File: src/rtl/serial_add_ctrl.sv
// serial_add_ctrl: adds or subtracts two WIDTH-bit operands one nibble per
// clock through an external 4-bit carry-lookahead adder. A ripple carry is
// held between steps. Subtraction is done as a + ~b + 1.
//
// Request/response protocol: start is a request pulse. It is taken only when
// the block is idle, and it is taken on the edge where start is high, even
// when abort is high on that edge. busy is high while nibble steps are in
// progress. A start seen while busy or done is dropped and not queued.
// done is a single-cycle pulse, and result/cout/ovf are valid while done is
// high. result then holds until the next accepted start. abort cancels a
// running operation and produces no done pulse.
module serial_add_ctrl #(
  parameter int WIDTH = 32,
  parameter int NIB   = WIDTH / 4
) (
  input  logic             clk,
  input  logic             rst_n,
  input  logic             start,
  input  logic             sub,
  input  logic             abort,
  input  logic [WIDTH-1:0] op_a,
  input  logic [WIDTH-1:0] op_b,
  output logic             busy,
  output logic             done,
  output logic [WIDTH-1:0] result,
  output logic             cout,
  output logic             ovf,
  output logic [3:0]       add_a,
  output logic [3:0]       add_b,
  output logic             add_ci,
  input  logic [3:0]       add_s,
  input  logic             add_co
);

  localparam int IW  = (NIB > 1) ? $clog2(NIB) : 1;
  localparam int MSB = WIDTH - 1;
  localparam logic [IW-1:0] LAST_IDX = IW'(NIB - 1);

  typedef enum logic [1:0] {
    IDLE = 2'd0,
    RUN  = 2'd1,
    DONE = 2'd2
  } state_t;

  // The state register stays visible by name so that checkers can bind to it.
  state_t           state;
  logic [IW-1:0]    idx;
  logic [WIDTH-1:0] a_reg;
  logic [WIDTH-1:0] b_reg;
  logic             carry;

  // Controller: accepts a request, steps one nibble per edge, and flags completion.
  always_ff @(posedge clk or negedge rst_n) begin
    if (!rst_n) begin
      state  <= IDLE;
      idx    <= '0;
      carry  <= 1'b0;
      a_reg  <= '0;
      b_reg  <= '0;
      result <= '0;
      cout   <= 1'b0;
      ovf    <= 1'b0;
      busy   <= 1'b0;
      done   <= 1'b0;
    end else begin
      case (state)
        IDLE: begin
          done <= 1'b0;
          if (start) begin
            a_reg  <= op_a;
            // For subtraction, b is stored inverted and the +1 enters as the first carry.
            b_reg  <= sub ? ~op_b : op_b;
            carry  <= sub;
            idx    <= '0;
            result <= '0;
            busy   <= 1'b1;
            state  <= RUN;
          end
        end
        RUN: begin
          if (abort) begin
            busy  <= 1'b0;
            state <= IDLE;
          end else begin
            result[4*idx +: 4] <= add_s;
            carry              <= add_co;
            if (idx == LAST_IDX) begin
              // The top nibble's sum bit 3 is the result MSB, so overflow can be resolved on this edge.
              cout  <= add_co;
              ovf   <= (a_reg[MSB] == b_reg[MSB]) && (add_s[3] != a_reg[MSB]);
              busy  <= 1'b0;
              done  <= 1'b1;
              state <= DONE;
            end else begin
              idx <= idx + 1'b1;
            end
          end
        end
        DONE: begin
          done  <= 1'b0;
          state <= IDLE;
        end
        default: begin
          busy  <= 1'b0;
          done  <= 1'b0;
          state <= IDLE;
        end
      endcase
    end
  end

  // Adder feed: the current nibble pair and carry while running, zero otherwise.
  always_comb begin
    add_a  = 4'd0;
    add_b  = 4'd0;
    add_ci = 1'b0;
    if (state == RUN) begin
      add_a  = a_reg[4*idx +: 4];
      add_b  = b_reg[4*idx +: 4];
      add_ci = carry;
    end
  end

endmodule
File: config.mk
export PLATFORM = sky130hd
export DESIGN_NAME = serial_add_ctrl
export DESIGN_NICKNAME = d
export VERILOG_FILES = /design/src/rtl/serial_add_ctrl.sv
export SDC_FILE = /design/constraint.sdc
export NUM_CORES = 1
export LEC_CHECK = 0
export BUFFER_PORTS_ARGS = -buffer_cell sky130_fd_sc_hd__buf_2
export CORE_MARGIN = 8
export CORE_UTILIZATION = 30
export DETAILED_ROUTE_END_ITERATION = 12
export HOLD_SLACK_MARGIN = 0.03
export SLEW_MARGIN = 10
export SYNTH_ARGS = -nofsm -noshare
export SYNTH_HDL_FRONTEND = slang
export SYNTH_SLANG_ARGS = --single-unit
File: constraint.sdc
create_clock -name clk -period 4.05 [get_ports clk]
set_input_delay 0.81 -clock clk [delete_from_list [all_inputs] [get_ports clk]]
set_output_delay 0.81 -clock clk [all_outputs]
set_load 0.05 [all_outputs]
==> reports/metrics.cfg <==
[status]
status=complete, no violations

[drt]
via_per_inst=4.72
first_iter_violations=237
route.detailed.drc=0
drt_wl_total_um=13600
vias=3921
drt-pass1-iter-count=4
wl_per_cell_um=16.4
ant_nets=0

[yosys]
synth_top_area_cell=dfrtp_1
synth_area_um2=5080
synth_edf_count=0
synth_top_area_share_pct=52.2
synth-async-reset-ratio_pct=100
synth_seq_area_share_pct=52.2
synthesis.instances=506
synth_warnings=0
synth_fp_nets=585
ys_types=40
ys.flop_type=dfrtp_1
synth-seq-cells=106
netlist_top_cells_area=dfrtp_1 (52%), nand2_1 (13%), mux4_2 (7.1%)
avgSynthCellArea_um2=10.0

[clock_network]
clk_pin_slew_worst_paths_ps=60
clk_latency_ps=340
cts-resized-gates=0
clock-root-buffer=clkbuf_16
cts_tree=yes
cts.path.max_buffers=2
cts-hold-fix-buffers=0
cts_max_level=3
numCtsBuffers=9
postCtsSetupRepairBufs=0
clkSinkCount=106

[die]
ioPinCount=119
die_h_um=146
core.rowCount=47
initial_core_util_pct=30.6
coreArea_um2=16600
dieWidth_um=146
dieArea_um2=21400

[critical_path]
worstPathRequired_ps=3240
critPathSlowestCell=dfrtp_1
crit_fanout=20
rr_worst_depth=7
worst_path_largest_cell_delay_ps=930
crit_path_end_kind=output port
regToRegSetupSlack_ps=1320
path_cells=mux4_2 > nand2_1 > a21oi_1 > buf_2
cp.arrival_ps=2300
r2r_start=idx[1]$_DFFE_PN0P_
rr_endpoint=result[16]$_DFFE_PN0P_
worstSetupPathType=flop to output port
crit_path_start_kind=flop

[sta]
fin_setup_tns_ps=0
tightest_slew_ps=919
fin_skew_ps=5.33
setup_ws_ps=940
relSlewSlack_pct=38.7
fmax_mhz=322
fin_crit_ps=3110
fin_crit_sh_pct=76.8
drv_slew=0
rsz0062_at_grt=false
hold_violations=0
finalSetupViolations=0

[grt]
grt_use_total_pct=13.0
grt_first_pass_wirelength_um=22400
antenna_found_initial=0
overflow=0
grt_pass1_vias=4328
grt_max_degree=90

[placed_design]
gp_congestion=0.820
portBuffers=118
dp_slack_ps=782
place_hpwl_um=10200

[hold_path]
hold_class=flop to flop
worstHoldPathCells=2
hold_start=a_reg[8]$_DFFE_PN0P_
hold_end=a_reg[8]$_DFFE_PN0P_

[cells_and_area]
regArea_um2=2650
multiInputGateArea_um2=2280
fillerInstances=1737
final_util_pct=36.9
areaGrowthSynthToFinish_pct=20.5
finalNetCount=687
num_antenna_cells=0
drive_above_1_share_pct=26.4

[power_and_ir_drop]
power_w=0.00418
vdd_ir_drop_max_mv=0.363
p_leak_nw=3.03
power_density_nw_per_um2=683

[run]
drv_cap=0

[cell type report]
type / count / area share, %
inverter: 5 / 0.306
timing repair buffer: 124 / 10.5
tap: 220 / 4.49
clock buffer: 13 / 4.25
sequential: 106 / 43.3
multi-input combinational: 362 / 37.2
[metal layers]
layer  part of all wire (%)  global-route usage, %  vias up
met2                     48                   21.4      122
met5                      0                      0        -
met4                   0.90                   3.14        0
met1                     45                   16.2     1895
met3                    6.0                   3.99       10
li1                       -                      -     1894
[layout by cell type, fill, tap and decap left out, types with 3 or more instances in the layout]
| cell type | n |
|---|---|
| ha_1 | 5 |
| inv_1 | 4 |
| clkbuf_16 | 9 |
| nand2_1 | 179 |
| mux2i_1 | 20 |
| nand3_1 | 6 |
| xnor2_1 | 32 |
| buf_4 | 6 |
| dfrtp_1 | 105 |
| nor4_1 | 3 |
| a21oi_1 | 13 |
| o21ai_0 | 32 |
| a22o_1 | 12 |
| nor2_1 | 12 |
| o32ai_1 | 3 |
| mux4_2 | 16 |
| buf_2 | 117 |
[synth_stat cells, drive strengths merged, types with 2 or more instances]
library cell / instances
or2: 2
and3: 2
nor2: 13
nor4: 4
xnor2: 32
nand2b: 2
a21oi: 13
o32ai: 3
mux2i: 20
o21ai: 33
clkbuf: 15
mux4: 16
ha: 5
nand2: 179
nor2b: 2
and2: 2
dfrtp: 106
a22o: 12
inv: 4
a22oi: 2
nand3: 6
buf: 18
[how the worst max path moves through the flow]
stage | end | from
after global placement | result[28]$_DFFE_PN0P_ | idx[0]$_DFFE_PN0P_
after detailed placement | result[13]$_DFFE_PN0P_ | idx[0]$_DFFE_PN0P_
final | add_a[2] | idx[1]$_DFFE_PN0P_
after CTS | add_a[2] | idx[0]$_DFFE_PN0P_
after floorplan | add_a[0] | idx[1]$_DFFE_PN0P_
after global routing | add_a[2] | idx[1]$_DFFE_PN0P_
[cells by family (layout without fill, tap and decap cells)]
group           Yosys count  after routing  share of synthesized area, %
flops                   106            106                          52.2
compound gates           70             70                          8.54
fa+ha+maj                 5              5                          1.23
mux                      37             37                          11.3
xor+xnor                 32             32                          5.51
simple gates            218            218                          18.1
buf+inv                  38            142                          3.13
[where the power goes]
group	total, W	switching [W]	internal (W)	leakage [nW]
clock	0.000791	0.000350	0.000441	0.128
sequential	0.00169	0.000279	0.00142	1.36
combinational	0.00170	0.00107	0.000631	1.54
total	0.00418	0.00169	0.00249	3.03
[per-stage QoR]
stage | std cells | area [µm²] | hold WS, ps
finish | 830 | 6130 | 476
global route | 830 | 6130 | 499
CTS | 830 | 6120 | 476
detailed placement | 817 | 5860 | 460
global placement | 817 | 5860 | 457
floorplan | 506 | 5080 | 440
[critical path: cells and delay by family, from the launching register on]
| kind | cells | cell delay [ps] |
|---|---|---|
| and+or+nand+nor | 1 | 60 |
| AOI/OAI and AO/OA | 1 | 260 |
| muxes | 1 | 360 |
| buffers and inverters | 1 | 330 |
| DFF | 1 | 930 |
Note: power is estimated with default switching activity, not from simulation.
